## config.mk

```make
export PLATFORM = sky130hd
export DESIGN_NAME = ps2_keyboard_rx_flat
export DESIGN_NICKNAME = d
export VERILOG_FILES = /design/src/rtl/ps2_keyboard_rx_pkg.sv /design/src/rtl/ps2_keyboard_rx_if.sv /design/src/rtl/ps2_byte_fifo.sv /design/src/rtl/ps2_keyboard_rx.sv /design/src/flat_wrapper.sv
export SDC_FILE = /design/constraint.sdc
export NUM_CORES = 1
export LEC_CHECK = 0
export CAP_MARGIN = 20
export CELL_PAD_IN_SITES_DETAIL_PLACEMENT = 2
export CELL_PAD_IN_SITES_GLOBAL_PLACEMENT = 2
export CORE_ASPECT_RATIO = 1.25
export CORE_UTILIZATION = 47
export DETAILED_ROUTE_END_ITERATION = 12
export GPL_ROUTABILITY_DRIVEN = 0
export PLACE_DENSITY = 0.86
export SLEW_MARGIN = 15
export SYNTH_ARGS = -nofsm -noshare
export SYNTH_HDL_FRONTEND = slang
export SYNTH_SLANG_ARGS = --single-unit
export TNS_END_PERCENT = 30
```

## constraint.sdc

```tcl
create_clock -name clk_sys -period 4 [get_ports clk_sys]
set_input_delay 0.6 -clock clk_sys [delete_from_list [all_inputs] [get_ports clk_sys]]
set_output_delay 0.6 -clock clk_sys [all_outputs]
set_load 0.05 [all_outputs]
```

## src/rtl/ps2_keyboard_rx_pkg.sv

```systemverilog
// Shared types and constants for the PS/2 keyboard receiver.
package ps2_pkg;

  typedef enum logic [1:0] {
    IDLE,
    DATA,
    PARITY,
    STOP
  } ps2_state_e;

  localparam logic [7:0] PS2_BREAK = 8'hF0;
  localparam logic [7:0] PS2_EXT   = 8'hE0;

  // PS/2 uses odd parity: data plus parity bit must carry an odd number of ones
  function automatic logic odd_parity(input logic [7:0] data, input logic par);
    return ^{data, par};
  endfunction

endpackage

```

## src/rtl/ps2_keyboard_rx_if.sv

```systemverilog
// Byte stream handshake between the PS/2 receiver and its consumer.
interface ps2_keyboard_rx_if;
  logic [7:0] rx_data;
  logic       rx_valid;
  logic       rx_ready;

  modport master (output rx_data, output rx_valid, input rx_ready);
  modport slave  (input rx_data, input rx_valid, output rx_ready);
endinterface

```

## src/rtl/ps2_byte_fifo.sv

```systemverilog
// First-word-fall-through byte FIFO with exact occupancy count and drop-on-full.
module ps2_byte_fifo #(
  parameter int WIDTH = 8,
  parameter int DEPTH = 16
) (
  input  logic                     clk,
  input  logic                     rst_n,
  input  logic                     push,
  input  logic [WIDTH-1:0]         push_data,
  input  logic                     pop_ready,
  output logic [WIDTH-1:0]         rd_data,
  output logic                     rd_valid,
  output logic [$clog2(DEPTH):0]   count,
  output logic                     overflow
);
  localparam int AW = $clog2(DEPTH);
  localparam int CW = AW + 1;

  logic [WIDTH-1:0] mem [DEPTH];
  logic [AW-1:0]    wr_ptr, rd_ptr;
  logic             full, do_pop, do_push;

  assign full     = (count == CW'(DEPTH));
  assign rd_valid = (count != '0);
  assign do_pop   = rd_valid && pop_ready;
  // a pop in the same cycle frees the slot, so a push while full still lands
  assign do_push  = push && (!full || do_pop);
  assign rd_data  = rd_valid ? mem[rd_ptr] : '0;

  always_ff @(posedge clk) begin
    if (do_push) mem[wr_ptr] <= push_data;
  end

  always_ff @(posedge clk or negedge rst_n) begin
    if (!rst_n) begin
      wr_ptr   <= '0;
      rd_ptr   <= '0;
      count    <= '0;
      overflow <= 1'b0;
    end else begin
      overflow <= push && !do_push;
      if (do_push) wr_ptr <= wr_ptr + 1'b1;
      if (do_pop)  rd_ptr <= rd_ptr + 1'b1;
      case ({do_push, do_pop})
        2'b10:   count <= count + 1'b1;
        2'b01:   count <= count - 1'b1;
        default: count <= count;
      endcase
    end
  end
endmodule

```

## src/rtl/ps2_keyboard_rx.sv

```systemverilog
// PS/2 device-to-host frame receiver with clock filter, watchdog and byte FIFO.
// Optional macro PS2_BREAK_FILTER_EN suppresses break (F0) codes and the released key.
module ps2_keyboard_rx
  import ps2_pkg::*;
#(
  parameter int FILTER_LEN     = 8,
  parameter int TIMEOUT_CYCLES = 50000,
  parameter int FIFO_DEPTH     = 16
) (
  input  logic                        clk_sys,
  input  logic                        RESET_N,
  input  logic                        ps2_clk,
  input  logic                        ps2_data,
  ps2_keyboard_rx_if.master           rx,
  output logic [$clog2(FIFO_DEPTH):0] fifo_count,
  output logic                        parity_err,
  output logic                        frame_err,
  output logic                        overflow
);
  localparam int FW  = (FILTER_LEN > 1) ? $clog2(FILTER_LEN) : 1;
  localparam int WDW = $clog2(TIMEOUT_CYCLES + 1);

  logic [1:0]     clk_sync, dat_sync;
  logic [FW-1:0]  filt_cnt;
  logic           filt, filt_prev, fall, bit_in;
  ps2_state_e     state, state_d;
  logic [2:0]     bitcnt;
  logic [7:0]     shreg;
  logic           par_bit;
  logic [WDW-1:0] wd;
  logic           timeout, good, push, perr_d, ferr_d;

  always_ff @(posedge clk_sys or negedge RESET_N) begin
    if (!RESET_N) begin
      clk_sync  <= '1;
      dat_sync  <= '1;
      filt      <= 1'b1;
      filt_prev <= 1'b1;
      filt_cnt  <= '0;
    end else begin
      clk_sync  <= {clk_sync[0], ps2_clk};
      dat_sync  <= {dat_sync[0], ps2_data};
      filt_prev <= filt;
      // level flips only after FILTER_LEN consecutive disagreeing samples
      if (clk_sync[1] == filt) begin
        filt_cnt <= '0;
      end else if (filt_cnt == FW'(FILTER_LEN - 1)) begin
        filt     <= ~filt;
        filt_cnt <= '0;
      end else begin
        filt_cnt <= filt_cnt + 1'b1;
      end
    end
  end

  assign fall    = filt_prev && !filt;
  assign bit_in  = dat_sync[1];
  assign timeout = (state != IDLE) && !fall && (wd == WDW'(TIMEOUT_CYCLES - 1));

  always_comb begin
    state_d = state;
    good    = 1'b0;
    perr_d  = 1'b0;
    ferr_d  = 1'b0;
    if (timeout) begin
      state_d = IDLE;
      ferr_d  = 1'b1;
    end else if (fall) begin
      case (state)
        IDLE:   if (!bit_in) state_d = DATA; else ferr_d = 1'b1;
        DATA:   if (bitcnt == 3'd7) state_d = PARITY;
        PARITY: state_d = STOP;
        STOP: begin
          state_d = IDLE;
          if (!odd_parity(shreg, par_bit)) perr_d = 1'b1;
          else if (!bit_in)                ferr_d = 1'b1;
          else                             good   = 1'b1;
        end
        default: state_d = IDLE;
      endcase
    end
  end

  always_ff @(posedge clk_sys or negedge RESET_N) begin
    if (!RESET_N) begin
      state      <= IDLE;
      bitcnt     <= '0;
      shreg      <= '0;
      par_bit    <= 1'b0;
      wd         <= '0;
      parity_err <= 1'b0;
      frame_err  <= 1'b0;
    end else begin
      state      <= state_d;
      parity_err <= perr_d;
      frame_err  <= ferr_d;
      if (state == IDLE || fall) wd <= '0;
      else                       wd <= wd + 1'b1;
      if (fall) begin
        case (state)
          IDLE: begin
            bitcnt <= '0;
            shreg  <= '0;
          end
          DATA: begin
            shreg  <= {bit_in, shreg[7:1]};
            bitcnt <= bitcnt + 1'b1;
          end
          PARITY:  par_bit <= bit_in;
          default: ;
        endcase
      end
    end
  end

`ifdef PS2_BREAK_FILTER_EN
  logic break_pending;

  always_ff @(posedge clk_sys or negedge RESET_N) begin
    if (!RESET_N)           break_pending <= 1'b0;
    else if (perr_d || ferr_d) break_pending <= 1'b0;
    else if (good)          break_pending <= !break_pending && (shreg == PS2_BREAK);
  end

  assign push = good && !break_pending && (shreg != PS2_BREAK);
`else
  assign push = good;
`endif

  ps2_byte_fifo #(
    .WIDTH (8),
    .DEPTH (FIFO_DEPTH)
  ) u_fifo (
    .clk       (clk_sys),
    .rst_n     (RESET_N),
    .push      (push),
    .push_data (shreg),
    .pop_ready (rx.rx_ready),
    .rd_data   (rx.rx_data),
    .rd_valid  (rx.rx_valid),
    .count     (fifo_count),
    .overflow  (overflow)
  );
endmodule

```

## src/flat_wrapper.sv

```systemverilog
// flat-port wrapper written by rule: the top's interface ports become plain ports
module ps2_keyboard_rx_flat import ps2_pkg::*;
#(
  parameter int FILTER_LEN     = 8,
  parameter int TIMEOUT_CYCLES = 50000,
  parameter int FIFO_DEPTH     = 16
)
  (clk_sys, RESET_N, ps2_clk, ps2_data, fifo_count, parity_err, frame_err, overflow, rx_rx_data, rx_rx_valid, rx_rx_ready);
  ps2_keyboard_rx_if rx_i ();
  input  logic clk_sys;
  input  logic RESET_N;
  input  logic ps2_clk;
  input  logic ps2_data;
  output logic [$clog2(FIFO_DEPTH):0] fifo_count;
  output logic parity_err;
  output logic frame_err;
  output logic overflow;
  output wire logic [$bits(rx_i.rx_data)-1:0] rx_rx_data;
  output wire logic [$bits(rx_i.rx_valid)-1:0] rx_rx_valid;
  input wire logic [$bits(rx_i.rx_ready)-1:0] rx_rx_ready;
  assign rx_rx_data = rx_i.rx_data;
  assign rx_rx_valid = rx_i.rx_valid;
  assign rx_i.rx_ready = rx_rx_ready;
  ps2_keyboard_rx #(.FILTER_LEN(FILTER_LEN), .TIMEOUT_CYCLES(TIMEOUT_CYCLES), .FIFO_DEPTH(FIFO_DEPTH)) u_core (.clk_sys(clk_sys), .RESET_N(RESET_N), .ps2_clk(ps2_clk), .ps2_data(ps2_data), .rx(rx_i), .fifo_count(fifo_count), .parity_err(parity_err), .frame_err(frame_err), .overflow(overflow));
endmodule
```

Word level (Yosys, flattened, before mapping)
Memory sizes are Yosys's and may differ from the RTL's.
Index checks and enable logic that the tools add are counted.
{"block": "word_totals", "elab_cells": 89, "ramBits": 128, "romBits": 0, "latch_bits": 0, "ff_bits": 55, "input_bits": 5, "output_inout_bits": 17, "memories": 1}
{"name": "u_core.u_fifo.mem", "depth": 16, "word_bits": 8, "rd": 1, "rd_clocked_by_memory_dff": 0, "write_ports": 1, "line_no": "ps2_byte_fifo.sv:19", "text": "logic [WIDTH-1:0] mem [DEPTH];"}
{"block": "classes", "n_eq_ne": 12, "add_sub_neg": 7, "mux": 28, "bitwise": 2, "magnitude_cmp": 0, "multipliers": 0, "div_mod_pow": 0, "shifts": 0, "n_reduce_logical": 23}
{"op": "$add 16x1->16 const B", "n": 1}
{"op": "$eq 16x16->1 const B", "n": 1}
{"op": "$mux 16", "n": 1}
{"op": "$pmux 8 s2", "n": 1}
{"op": "$mux 1", "n": 15}
{"op": "$pmux 5 s2", "n": 1}
{"op": "$reduce_xor 9->1", "n": 1}
{"op": "$add 4x1->4 const B", "n": 2}
{"op": "$mux 2", "n": 4}
{"op": "$mux 8", "n": 1}
{"op": "$pmux 2 s4", "n": 1}
{"op": "$reduce_bool 2->1", "n": 4}
{"op": "$add 3x1->3 const B", "n": 2}
{"op": "$eq 2x2->1 const B", "n": 3}
{"op": "$eq 3x3->1 const B", "n": 2}
{"op": "$logic_and 1x1->1", "n": 6}
{"op": "$mux 3", "n": 2}
{"op": "$pmux 3 s2", "n": 1}
{"op": "$reduce_and 2->1", "n": 3}
{"op": "$add 5x1->5 const B", "n": 1}
{"op": "$eq 5x5->1 const B", "n": 1}
{"op": "$reduce_bool 5->1", "n": 1}
{"op": "$sub 5x1->5 const B", "n": 1}
{"op": "$eq 2x1->1 const B", "n": 2}
{"op": "other kinds (9)", "n": 14}

Depth between registers and ports, before layout
Gate-level depths: netlist (run 1).
{"block": "logic_depth", "ltp_word": 9, "depth_mapped": 11, "depth_no_buf": 10}

By module
Synthesis (run 1) repeated with hierarchy kept, for this count alone.
{"block": "hier_totals", "hier_cells": 466, "area_unflattened_um2": 7719.9}
{"module": "ps2_byte_fifo", "area_each_um2": 5828.1, "seq_area_each_um2": 4194.0, "cells_per_inst": 302, "instances": 1}
{"module": "ps2_keyboard_rx", "area_each_um2": 1891.8, "seq_area_each_um2": 1033.5, "cells_per_inst": 164, "instances": 1}

Worst setup path after synthesis (run 1)
OpenSTA, ideal clock, no wires.
{"block": "synth_timing", "path_kind": "register to register", "start": "reg u_core.u_fifo.count[0]", "end": "reg u_core.u_fifo.count[4]", "arrival_time_ns": 3.142, "path_stages_with_launch": 12, "required_ns": 3.852, "setup_slack_ns": 0.710, "n_path_buf": 1, "cell_sequence": "dfrtp_1 nor4_1 nand2_1 clkbuf_1 and2_1 and2_1 fa_1 a21o_1 a21oi_1 nand2_1 mux2i_1 o22ai_1"}
{"block": "synth_between", "elab_chain_cells": 6, "word_cells_on_any_way": 12, "classes_between": "add/sub: 2; eq/ne: 3; mux: 1; reduce/logical: 6"}
{"element": "start: declaration", "line_no": "ps2_byte_fifo.sv:13", "text": "output logic [$clog2(DEPTH):0] count,"}
{"element": "start signal: assignment", "line_no": "ps2_byte_fifo.sv:45", "text": "2'b10: count <= count + 1'b1;"}
{"element": "start signal: assignment", "line_no": "ps2_byte_fifo.sv:46", "text": "2'b01: count <= count - 1'b1;"}
{"element": "start signal: assignment", "line_no": "ps2_byte_fifo.sv:47", "text": "default: count <= count;"}
{"element": "$reduce_bool 5->1 (*)", "line_no": "ps2_byte_fifo.sv:24", "text": "assign rd_valid = (count != '0);"}
{"element": "net rx_rx_valid", "line_no": "flat_wrapper.sv:19", "text": "output wire logic [$bits(rx_i.rx_valid)-1:0] rx_rx_valid;"}
{"element": "$logic_and 1x1->1 (*)", "line_no": "ps2_byte_fifo.sv:25", "text": "assign do_pop = rd_valid && pop_ready;"}
{"element": "$logic_or 1x1->1", "line_no": "ps2_byte_fifo.sv:27", "text": "assign do_push = push && (!full || do_pop);"}
{"element": "$logic_and 1x1->1", "line_no": "ps2_byte_fifo.sv:27"}
{"element": "$eq 2x1->1 or $eq 2x2->1 (tied branches)", "line_no": "ps2_byte_fifo.sv:44", "text": "case ({do_push, do_pop})"}
{"element": "$pmux 5 s2 or $reduce_bool 2->1 (tied branches)"}
Mark *: on every way through the listed nets, which the timed path passes. The rest lies on a longest branch.
A chain may end at the register's enable or synchronous reset.

Final worst setup path (run 1)
{"block": "layout_timing", "start": "reg u_core.u_fifo.rd_ptr[1]", "end": "out rx_rx_data[4]"}
{"block": "layout_between", "elab_chain_cells": 2}
{"element": "start: declaration", "line_no": "ps2_byte_fifo.sv:20", "text": "logic [AW-1:0] wr_ptr, rd_ptr;"}
{"element": "start signal: assignment", "line_no": "ps2_byte_fifo.sv:43", "text": "if (do_pop) rd_ptr <= rd_ptr + 1'b1;"}
{"element": "$mem_v2 16x8"}
{"element": "$mux 8", "line_no": "ps2_byte_fifo.sv:28", "text": "assign rd_data = rd_valid ? mem[rd_ptr] : '0;"}
{"element": "end: declaration", "line_no": "flat_wrapper.sv:18", "text": "output wire logic [$bits(rx_i.rx_data)-1:0] rx_rx_data;"}
Every way passes these cells.

==> results of run 1 <==
-- sequential cells by signal, indices dropped and copies added (netlist names), 3 cells and up --
signal / cells
u_core.bitcnt: 3
u_core.filt_cnt: 3
u_core.shreg: 8
u_core.u_fifo.count: 5
u_core.u_fifo.mem: 128
u_core.u_fifo.rd_ptr: 4
u_core.u_fifo.wr_ptr: 4
u_core.wd: 16
-- how the worst max path moves through the flow --
stage | startpoint | to
after floorplan | u_core.u_fifo.count[0]$_DFFE_PN0P_ | u_core.u_fifo.count[4]$_DFFE_PN0P_
after global placement | u_core.shreg[1]$_DFFE_PN0P_ | u_core.u_fifo.count[4]$_DFFE_PN0P_
after detailed placement | u_core.shreg[7]$_DFFE_PN0P_ | u_core.u_fifo.count[4]$_DFFE_PN0P_
after CTS | u_core.u_fifo.rd_ptr[0]$_DFFE_PN0P_ | rx_rx_data[4]
after global routing | u_core.shreg[0]$_DFFE_PN0P_ | u_core.u_fifo.count[4]$_DFFE_PN0P_
final | u_core.u_fifo.rd_ptr[1]$_DFFE_PN0P_ | rx_rx_data[4]
-- routing by layer --
metal,global-route usage,share of wire
met1,0.302,0.38
met2,0.438,0.55
met5,0,0
met3,0.0541,0.036
met4,0.0981,0.031
-- kinds of logic after synthesis --
logic type	share of synthesized area
flip-flops	0.674
AO/OA/AOI/OAI	0.0294
XOR/XNOR	0.0363
adder cells (fa/ha/maj)	0.0316
buffers and inverters	0.0166
multiplexers	0.129
AND/OR/NAND/NOR	0.0822
-- synthesized netlist by cell type, drive strengths merged --
master	number
xor2	14
a21o	2
mux2i	3
nand2b	3
mux4	40
inv	9
nand2	15
dfrtp	49
o21ai	4
or4b	1
fa	1
o31a	1
buf	7
a22oi	1
and4	4
clkbuf	13
edfxtp	128
o22ai	1
nand3	8
or4	1
and4bb	4
xnor3	2
xnor2	13
a22o	13
dfstp	6
a32o	1
and3	2
o31ai	1
nand4b	1
ha	18
nor3	5
or3	2
o2bb2ai	1
a21oi	6
nand4	5
nor4bb	1
nor3b	2
and4b	8
mux2	5
nor2b	3
and2	11
nor2	23
nor4	3
-- through the flow --
step                setup WS, ns  instances
floorplan                  0.710        441
global placement           0.761        663
detailed placement         0.485        663
CTS                        0.301        695
global route               0.117        695
finish                     0.323        695
-- power by group --
group | total [mW] | leakage [nW] | internal, mW | switching, mW
combinational | 1.55 | 0.975 | 0.663 | 0.890
clock | 1.56 | 0.250 | 0.851 | 0.709
sequential | 2.33 | 1.86 | 2.14 | 0.191
-- final cells by class --
| class | count | share of cell area |
|---|---|---|
| clock buffer | 19 | 0.0496 |
| clock inverter | 13 | 0.0123 |
| inverter | 9 | 0.00387 |
| multi-input combinational | 229 | 0.275 |
| sequential | 183 | 0.599 |
| tap | 216 | 0.0310 |
| timing repair buffer | 26 | 0.0293 |
==> run_results.csv, run 1 <==
group,metric,value,unit
status,status,"finished, final reports clean",
timing,period_share,0.919,
critical_path,crit_path_end_kind,"primary output",
logic_synthesis,yosys.area.top_type,"edfxtp_1",
logic_synthesis,yosys.area.top_type_share,0.496,
critical_path,reg2reg_to,"u_core.u_fifo.count[4]$_DFFE_PN0P_",
critical_path,r2r_slack,0.34,ns
global_route,grt_pass1_wl,29.6,mm
drt,routed_wl,19.2,mm
drt,dr.pass1.iters,5,
logic_synthesis,syn_area,7750,µm²
critical_path,worstSetupPathDepth,5,
global_route,gr-total-overflow,0,
pwr,p_leak,3.08,nW
place,io_buffers,21,
critical_path,r2r-start,"u_core.shreg[7]$_DFFE_PN0P_",
timing,tightest_slew,0.829,ns
die,num_io_pins,22,
logic_synthesis,ys_types,51,
layout,drive_gt1_frac,0.190,
critical_path,timing.critical_path.mode_cell,"mux4_2",
die,core,16100,µm²
global_route,grt_pass1_vias,4674,
place,hpwl,12.5,mm
drt,wl_per_cell,27.6,µm
clocking,cts-htree-levels,4,
timing,finalHoldViolCount,0,
run,drv_cap,0,
critical_path,reg2reg_depth,10,
critical_path,crit_family,"buffers and inverters",
clocking,cts_buffer_depth,2,
clocking,worstSkewPairLatency,0.43,ns
place,postPlaceCellArea,8180,µm²
drt,drt_iter0_markers,323,
die,start_util,0.480,
clocking,ctsHoldBuffers,0,
critical_path,worst_setup_path_start_kind,"flop",
layout,syn2layout_area_growth,12.5,%
clocking,clkTransAtPathRegs,0.07,ns
timing,fmax,0.272,GHz
layout,seq_area,5230,µm²
critical_path,crit_path_max_incr_delay,0.69,ns
die,die_area,17000,µm²
global_route,track_usage,0.252,
worst_hold_path,min_path_type,"in2async",
logic_synthesis,syn-num-nets,465,
pwr,power.density,624,nW/µm²
critical_path,cpMaxStageDelayCell,"clkdlybuf4s50_1",
global_route,grt_max_degree,37,
timing,setup_viol,0,
drt,drc,0,
pwr,ir_worst_vdd,0.327,mV
die,die_x,117,µm
clocking,cts_made_buffers,17,
die,fp.dieH,146,µm
clocking,cts_tree,"yes",
logic_synthesis,syn_inst,441,
layout,fin_nets,490,
layout,design_area,8720,µm²
logic_synthesis,yosysWarnings,0,
timing,holdWs,0.128,ns
logic_synthesis,synth.avg_cell_area,17.6,µm²
critical_path,crit_buf_inv,2,
clocking,cts.sinks,183,
logic_synthesis,ys_top_cells_by_area,"edfxtp_1, dfrtp_1, mux4_2, ha_1, dfstp_2",
pwr,p_total,5.45,mW
timing,max_slew_margin,0.444,
layout,mostFrequentLayoutCells,"edfxtp_1, dfrtp_1, mux4_2, nor2_1, clkdlybuf4s50_1",
logic_synthesis,seq_area_frac_synth,0.674,
clocking,post_cts_buffers,0,
critical_path,cp_data_arrival_time,3.08,ns
global_route,antenna_found_initial,0,
clocking,cts_resized,0,
layout,post-route-util,0.541,
critical_path,worstPathCellList,"buf_4, mux4_2, mux4_2, and2_1, clkdlybuf4s50_1",
die,rows,52,
drt,final_antenna_net_count,0,
layout,mostFrequentLayoutCell,"edfxtp_1",
timing,grt_setup_unrepaired,"no",
timing,fin_skew,0.00765,ns
layout,diodes,0,
critical_path,crit_path_max_fanout,35,
layout,nFillCells,1465,
layout,multi_input_area,2390,µm²
logic_synthesis,ys_ff_latch,183,
timing,drv_slew,0,
timing,fin_crit,3.68,ns
critical_path,worstPathRequired,3.40,ns
timing,setup-tns-final,0,ns
clocking,root_buffer,"clkbuf_16",
critical_path,critical_path_class,"reg2out",
drt,vias,4128,
drt,vias_per_cell,5.94,
(Power assumes the default switching activity.)
==> run 2, diff against run 1 <==
--- a/config.mk
+++ b/config.mk
@@ -13,7 +13,8 @@
 export DETAILED_ROUTE_END_ITERATION = 12
 export GPL_ROUTABILITY_DRIVEN = 0
 export PLACE_DENSITY = 0.86
-export SLEW_MARGIN = 15
+export SETUP_SLACK_MARGIN = 0.05
+export SLEW_MARGIN = 20
 export SYNTH_ARGS = -nofsm -noshare
 export SYNTH_HDL_FRONTEND = slang
 export SYNTH_SLANG_ARGS = --single-unit
==> results of run 2 <==
Final layout, timing and power as in run 1 (identical DEF).
